==> src/rtl/mkgauss_pkg.sv <==
// Shared constants for the discrete-Gaussian sampler: the CDT thresholds
// and the mask that strips the top bit from each 64-bit random word.
package mkgauss_pkg;

  localparam int CDT_LEN  = 27;
  localparam int SAMPLE_W = 32;

  // Clears bit 63 so the remaining 63 bits compare as a non-negative value.
  localparam logic [63:0] MAG_MASK = 64'h7FFF_FFFF_FFFF_FFFF;

  // Cumulative distribution table gauss_1024_12289. Entry 0 is the
  // zero/non-zero threshold tested against r1; entries 1..26 are the
  // magnitude thresholds tested against r2.
  localparam logic [63:0] GAUSS_CDT [CDT_LEN] = '{
    64'd1283868770400643928, 64'd6416574995475331444, 64'd4078260278032692663,
    64'd2353523259288686585, 64'd1227179971273316331, 64'd575931623374121527,
    64'd242543240509105209,  64'd91437049221049666,   64'd30799446349977173,
    64'd9255276791179340,    64'd2478152334826140,    64'd590642893610164,
    64'd125206034929641,     64'd23590435911403,      64'd3948334035941,
    64'd586753615614,        64'd77391054539,         64'd9056793210,
    64'd940121950,           64'd86539696,            64'd7062824,
    64'd510971,              64'd32764,               64'd1862,
    64'd93,                  64'd4,                   64'd0
  };

endpackage

==> src/rtl/mkgauss_cdt.sv <==
// Combinational CDT lookup: one subtract/compare per table entry followed
// by a priority encoder that picks the smallest index whose threshold the
// magnitude word meets, then applies the sign taken from r1.
module mkgauss_cdt
  import mkgauss_pkg::*;
(
  input  logic        [63:0]         r1,
  input  logic        [63:0]         r2,
  output logic signed [SAMPLE_W-1:0] val
);

  logic [63:0]         a;
  logic [63:0]         b;
  logic                neg;
  logic                a_lt;
  logic [CDT_LEN-1:1]  b_lt;
  logic [4:0]          mag;
  logic [SAMPLE_W-1:0] neg_mask;

  assign a   = r1 & MAG_MASK;
  assign b   = r2 & MAG_MASK;
  assign neg = r1[63];

  // "x < T" is the borrow seen in bit 63 of the 64-bit difference.
  assign a_lt = 1'((a - GAUSS_CDT[0]) >> 63);

  for (genvar k = 1; k < CDT_LEN; k++) begin : g_cmp
    assign b_lt[k] = 1'((b - GAUSS_CDT[k]) >> 63);
  end

  // Priority encode: smallest k with b >= T[k]; T[26] = 0 guarantees a hit.
  always_comb begin
    mag = 5'd26;
    for (int k = CDT_LEN - 1; k >= 1; k--) begin
      if (!b_lt[k]) mag = 5'(k);
    end
    if (a_lt) mag = 5'd0;
  end

  // Conditional negate as (v ^ -neg) + neg, so -0 stays 0.
  always_comb begin
    neg_mask = {SAMPLE_W{neg}};
    val      = signed'((SAMPLE_W'(mag) ^ neg_mask) + SAMPLE_W'(neg));
  end

endmodule

==> src/rtl/mkgauss.sv <==
// Falcon mkgauss sampler (g = 1). Collects one r1 and one r2 word, which may
// arrive in either order or together, and emits one registered sample per
// completed pair as a single-cycle val_valid pulse.
//
// Handshake: r1_valid/r2_valid qualify their word for one cycle with no
// backpressure; a repeated word on one side overwrites the held one. The
// pair completes in the cycle both sides are present (live or held), and
// val_valid pulses on the following edge; the consumer must take it.
module mkgauss
  import mkgauss_pkg::*;
(
  input  logic                       clk,
  input  logic                       rst_n,
  input  logic                       r1_valid,
  input  logic        [63:0]         r1,
  input  logic                       r2_valid,
  input  logic        [63:0]         r2,
  output logic                       val_valid,
  output logic signed [SAMPLE_W-1:0] val
);

  logic                       have1;
  logic                       have2;
  logic        [63:0]         hold1;
  logic        [63:0]         hold2;
  logic        [63:0]         sel1;
  logic        [63:0]         sel2;
  logic                       complete;
  logic signed [SAMPLE_W-1:0] sample;

  // Live word takes priority over the held one on each side.
  assign sel1     = r1_valid ? r1 : hold1;
  assign sel2     = r2_valid ? r2 : hold2;
  assign complete = (have1 | r1_valid) & (have2 | r2_valid);

  mkgauss_cdt u_cdt (
    .r1  (sel1),
    .r2  (sel2),
    .val (sample)
  );

  // Capture words, retire complete pairs and register the sample.
  always_ff @(posedge clk) begin
    if (!rst_n) begin
      have1     <= 1'b0;
      have2     <= 1'b0;
      hold1     <= '0;
      hold2     <= '0;
      val       <= '0;
      val_valid <= 1'b0;
    end else if (complete) begin
      val       <= sample;
      val_valid <= 1'b1;
      have1     <= 1'b0;
      have2     <= 1'b0;
    end else begin
      val_valid <= 1'b0;
      if (r1_valid) begin
        hold1 <= r1;
        have1 <= 1'b1;
      end
      if (r2_valid) begin
        hold2 <= r2;
        have2 <= 1'b1;
      end
    end
  end

endmodule

==> config.mk <==
export PLATFORM = sky130hd
export DESIGN_NAME = mkgauss
export DESIGN_NICKNAME = d
export VERILOG_FILES = /design/src/rtl/mkgauss_pkg.sv /design/src/rtl/mkgauss_cdt.sv /design/src/rtl/mkgauss.sv
export SDC_FILE = /design/constraint.sdc
export NUM_CORES = 1
export LEC_CHECK = 0
export CAP_MARGIN = 0
export CORE_MARGIN = 10
export CORE_UTILIZATION = 35
export CTS_BUF_LIST = sky130_fd_sc_hd__clkbuf_4 sky130_fd_sc_hd__clkbuf_8
export CTS_CLUSTER_DIAMETER = 80
export DETAILED_ROUTE_END_ITERATION = 12
export SLEW_MARGIN = 30
export SYNTH_ARGS = -nofsm -noshare
export SYNTH_HDL_FRONTEND = slang
export SYNTH_SLANG_ARGS = --single-unit
==> constraint.sdc <==
create_clock -name clk -period 5.85 [get_ports clk]
set_input_delay 1.17 -clock clk [delete_from_list [all_inputs] [get_ports clk]]
set_output_delay 1.17 -clock clk [all_outputs]
set_load 0.01 [all_outputs]
### Word level (Yosys, flattened, before mapping)

Cells that the tools add are included.

* register bits after elaboration: 162
* latch bits: 0
* memory bits (writable): 0
* bits in read-only memories: 0
* input bits: 132
* logic and storage cells: 68
* memories: 0

* add/subtract/negate cells: 27
* multipliers: 0
* divide/modulo/power cells: 0
* order comparisons: 0
* equality and inequality tests: 0
* shift-type cells: 0
* muxes and demuxes: 29
* bitwise logic cells: 5
* reductions and logical operators: 1

Operators with widths (number)
* $sub 63x61->64 const B: 2
* $sub 63x62->64 const B: 2
* $mux 5: 25
* $mux 64: 1
* $sub 63x11->64 const B: 1
* $sub 63x15->64 const B: 1
* $sub 63x19->64 const B: 1
* $sub 63x23->64 const B: 1
* $sub 63x27->64 const B: 1
* $sub 63x3->64 const B: 1
* $sub 63x30->64 const B: 1
* $sub 63x34->64 const B: 1
* $sub 63x37->64 const B: 1
* $sub 63x40->64 const B: 1
* $sub 63x42->64 const B: 1
* $sub 63x45->64 const B: 1
* $sub 63x47->64 const B: 1
* $sub 63x50->64 const B: 1
* $sub 63x52->64 const B: 1
* $sub 63x54->64 const B: 1
* $sub 63x55->64 const B: 1
* $sub 63x57->64 const B: 1
* $sub 63x58->64 const B: 1
* $sub 63x59->64 const B: 1
* 11 further kinds: 12

### Logic depth before layout (Yosys ltp)

Gate-level depths: netlist (run 1).

* word-level depth: 30
* mapped depth: 26
* mapped depth without buffers: 18

### By module

A second synthesis (run 1) with hierarchy kept.

* cell total of the unflattened synthesis: 1245
* area, all modules: 10929.2 um^2

By module, submodules not included
* mkgauss: times used 1, cells an instance 509, area each 6451.2 um^2, seq. area each 3263.1 um^2
* mkgauss_cdt: times used 1, cells an instance 736, area each 4478.0 um^2, seq. area each 0.0 um^2

### Worst setup path before layout (run 1)

No wires, ideal clock.

* kind: input to register
* start: in r2_valid
* end: reg val[17]
* arrival time: 5.863 ns
* path slack: -0.129 ns
* cell stages on the path: 25
* buffers on the path: 9
* cells stage by stage: buf_4 -> buf_2 -> clkbuf_1 -> buf_2 -> buf_1 -> clkbuf_1 -> clkbuf_1 -> buf_1 -> clkbuf_1 -> o211ai_1 -> a31oi_1 -> o21bai_1 -> a2111oi_0 -> a211o_1 -> a21oi_1 -> o21ai_0 -> a31oi_1 -> nand4b_1 -> ha_1 -> o2111ai_1 -> a2111oi_4 -> nand3b_1 -> ha_1 -> nand2_1 -> o211a_1

* cells in the longest elaborated chain, start to end: 30
* elaborated cells between the ends (all ways): 56
* classes of those cells: add/sub: 26; mux: 27; bitwise: 3

RTL lines
* start: declaration: RTL line mkgauss.sv:16 `input logic r2_valid,`
* $mux 63
* $sub 63x3->64: RTL line mkgauss_cdt.sv:28 `assign b_lt[k] = 1'((b - GAUSS_CDT[k]) >> 63);`
* $mux 2: RTL line mkgauss_cdt.sv:35 `if (!b_lt[k]) mag = 5'(k);`
* $mux 5 (24 in a row): RTL line mkgauss_cdt.sv:35
* $mux 5: RTL line mkgauss_cdt.sv:37 `if (a_lt) mag = 5'd0;`
* $xor 5x32->32: RTL line mkgauss_cdt.sv:43 `val = signed'((SAMPLE_W'(mag) ^ neg_mask) + SAMPLE_W'(neg));`
* $add 32x1->32: RTL line mkgauss_cdt.sv:43
* end signal: assignment: RTL line mkgauss.sv:52 `val <= sample;`
* end: declaration: RTL line mkgauss.sv:19 `output logic signed [SAMPLE_W-1:0] val`

Parallel ways exist; a longest one is shown, timed or not.
A chain may end at the register's enable or synchronous reset.

### Worst setup path in the final report (run 1)

* start: in r2[56]
* end: reg val[10]

* cells in the longest elaborated chain, start to end: 30
* elaborated cells between the ends (all ways): 54
* classes of those cells: add/sub: 26; mux: 27; bitwise: 1

RTL lines
* start: declaration: RTL line mkgauss.sv:17 `input logic [63:0] r2,`
* $mux 63 (*)
* $sub 63x3->64: RTL line mkgauss_cdt.sv:28
* $mux 2: RTL line mkgauss_cdt.sv:35
* $mux 5 (23 in a row): RTL line mkgauss_cdt.sv:35
* $mux 5 (*): RTL line mkgauss_cdt.sv:35
* $mux 5 (*): RTL line mkgauss_cdt.sv:37
* $xor 5x32->32 (*): RTL line mkgauss_cdt.sv:43
* $add 32x1->32 (*): RTL line mkgauss_cdt.sv:43

Every way passes the cells marked *; elsewhere a longest branch is shown, timed or not.

==> results_dict.tcl, run 1 <==
set metrics [dict create \
    relSlewSlack 0.402 \
    end_kind "flop" \
    die_width_um 201 \
    max_stage_delay_ps 590 \
    hp-class "reg2reg" \
    synthCells 1512 \
    synth_common_cells "nand2_1 (219), dfxtp_1 (147), nor2_1 (80), o21ai_0 (79), a21oi_1 (73)" \
    numPlacedInstances 2227 \
    pwr-share-clk 0.286 \
    whs_ps 471 \
    grt_usage 0.225 \
    period_share 0.969 \
    power_frac_seq 0.374 \
    critPathArrivalTime_ps 6060 \
    antenna_left 0 \
    fmax_ghz 0.176 \
    grt_overflow_total 0 \
    synth_area_leaders "dfxtp_1 (26%), nand2_1 (7.1%), o211a_1 (5.0%), a22o_1 (4.3%), mux2i_1 (4.2%)" \
    min_period_ps 5670 \
    crit_slowest_cell "or4_4" \
    layout-drive-gt1-share 0.168 \
    die_h_um 201 \
    status "completed" \
    instances_no_fill 2259 \
    synth_enable_flop_cells 0 \
    crit_fanout 3 \
    nets 1947 \
    grt_pass1_wl_um 73700 \
    fin_util 0.472 \
    synth-seq-cells 147 \
    critPathKind "in2reg" \
    sequential_cell_area_um2 2940 \
    clkTransAtPathRegs_ps 90 \
    io_pins 165 \
    startpoint "r2[56]" \
    initial_core_util 0.354 \
    finalSetupViolCount 0 \
    synth_area_um2 11500 \
    vias_per_cell 5.88 \
    pwr-share-comb 0.339 \
    p_leak_nw 6.26 \
    power_density_nw_per_um2 204 \
    synth_top_area_share 0.255 \
    area_delta_synth_final_pct 33.2 \
    setup_tns_ps 0 \
    die_area_um2 40600 \
    vdd_drop_max_mv 0.137 \
    drv_slew 0 \
    num-fill-cells 3337 \
    num_rows 66 \
    clock_path_buffers 2 \
    ys_types 81 \
    finalPower_mw 3.13 \
    cp_data_required_time_ps 6250 \
    busiest_layer "met2" \
    synth_most_common_cell "nand2_1" \
    place_congestion 1.01 \
    cts_tree "built" \
    yosys_warnings 0 \
    insertion_delay_ps 500 \
    syn-num-nets 1655 \
    cts_buffers 17 \
    hp-start "val[18]" \
    grt_use_met1 0.298 \
    drc 0 \
    vias 13272 \
    rsz0062_at_grt "no" \
    io_buffers 160 \
    core_area_um2 32500 \
    multi_input_area_um2 8100 \
    grtUsageMet3 0.0349 \
    finalHoldViolCount 0 \
    path_cells "clkdlybuf4s50_1, or4b_4, a222oi_1, buf_4, nand4_1, or4_4, or3_4, o31ai_2, a21boi_1, or4b_4, a211oi_2, ha_1, and4_2, nand2_1, ha_1, nand2_1, o211a_1" \
    yosysSeqAreaShare 0.255 \
    swShare 0.371 \
    post-dp-hpwl_um 37400 \
    worst_clock_skew_ps 21.3 \
    routed_wl_um 47400 \
    timing.rr.start "hold2[56]" \
    async_flop_share 0 \
    dr.pass1.iters 5 \
    intPower_mw 1.97 \
    worst_pin_slew_ps 897 \
    cap_violations 0 \
    grt_pass1_vias 12700 \
    drtIter0Drc 1087 \
    yosysTopAreaCell "dfxtp_1" \
    grt_util_met2 0.370 \
    synth_flop_cell "dfxtp_1" \
    cts-root-buf "clkbuf_8" \
    p_switching_mw 1.16 \
    grt_max_degree 69 \
    wl_per_cell_um 21.0 \
    critPathLaunchType "input port" \
    clock-sinks 147 \
    synth.avg_cell_area_um2 7.62 \
    antenna_found_initial 1 \
    htreeDepth 4 \
    n_antenna_cell 0 \
]
[metrics by stage]
stage	cell area, um^2	setup WS (ps)
after global placement	14900	-320
after global routing	15400	14.3
after floorplan	11500	104
after CTS	15300	119
after detailed placement	14900	-399
final	15400	184
[cell families after synthesis]
family          synth area share
flops                      0.255
simple gates               0.298
fa+ha+maj                 0.0119
compound gates             0.323
xor+xnor                 0.00304
mux                       0.0642
buf+inv                   0.0452
[sequential cells by signal, summed over array words and instances (netlist names)]
signal,cells
val,20
val_valid,1
hold1,61
have2,1
hold2,63
have1,1
[area by class of cell]
class | count | share of cell area
clock buffers | 17 | 0.0152
well taps | 442 | 0.0360
multi-input cells | 1241 | 0.528
inverters | 23 | 0.00562
flip-flops and latches | 147 | 0.192
repair buffers | 374 | 0.211
clock inverters | 15 | 0.0124
[what timing repair did]
item / in CTS / in global routing
hold buffers: 0 / 0
hold endpoints to repair: 0 / 0
setup endpoints to repair: 0 / 7
buffers inserted: 0 / 0
gates resized for setup: 0 / 4
[layout by cell type (no fill, tap or decap), types with 24 or more instances in the layout]
| cell type | synthesis | final |
|---|---|---|
| a21boi_0 | 28 | 28 |
| buf_4 | 13 | 211 |
| nor4_1 | 29 | 29 |
| nor3_1 | 51 | 51 |
| o211a_1 | 58 | 58 |
| a22o_1 | 57 | 57 |
| nand2_1 | 219 | 219 |
| nand3b_1 | 24 | 24 |
| a211oi_1 | 30 | 29 |
| clkdlybuf4s50_1 | 0 | 158 |
| mux2i_1 | 48 | 48 |
| nor2_1 | 80 | 79 |
| o21ai_0 | 79 | 79 |
| a21oi_1 | 73 | 73 |
| nor3b_1 | 27 | 27 |
| nand3_1 | 57 | 57 |
| nand4_1 | 31 | 31 |
| dfxtp_1 | 147 | 147 |
[path summary, 6_finish.rpt]
path         depth (start not counted)       to  slack [ps]
max reg2reg                         16  val[10]         930
max                                 17  val[10]         180
min                                  2  val[18]         470
min reg2reg                          2  val[18]         470
[power groups by stage]
stage                     clock network (mW)  registers [mW]  logic [mW]
after global placement                     0            1.19        1.04
after global routing                   0.962            1.18        1.15
after detailed placement                   0            1.19        1.04
after CTS                              0.920            1.17        1.05
after floorplan                            0            1.17       0.563
final                                  0.896            1.17        1.06
[per-layer routing]
layer	routed length [um]	share of wire
met1	21900	0.46
met2	22300	0.47
met3	2280	0.048
met4	932	0.020
met5	13	0.00027
[worst max-delay path, delay by kind of cell]
kind,cells,cell delay [ps]
AND/OR/NAND/NOR,8,2650
AO/OA/AOI/OAI,5,1110
buffers and inverters,2,620
adder cells (fa/ha/maj),2,490
Power figures use the tool's default switching activity.
==> run 2: changes to the inputs <==
--- a/config.mk
+++ b/config.mk
@@ -11,6 +11,7 @@
 export CTS_BUF_LIST = sky130_fd_sc_hd__clkbuf_4 sky130_fd_sc_hd__clkbuf_8
 export CTS_CLUSTER_DIAMETER = 80
 export DETAILED_ROUTE_END_ITERATION = 12
+export HOLD_SLACK_MARGIN = 0.06
 export SLEW_MARGIN = 30
 export SYNTH_ARGS = -nofsm -noshare
 export SYNTH_HDL_FRONTEND = slang
==> results of run 2 <==
No change in the layout: final DEF, timing and power equal those of run 1.
==> run 3: changes to the inputs <==
--- a/config.mk
+++ b/config.mk
@@ -16,3 +16,4 @@
 export SYNTH_ARGS = -nofsm -noshare
 export SYNTH_HDL_FRONTEND = slang
 export SYNTH_SLANG_ARGS = --single-unit
+export TNS_END_PERCENT = 100
==> results of run 3 <==
No change in the layout: final DEF, timing and power equal those of run 1.
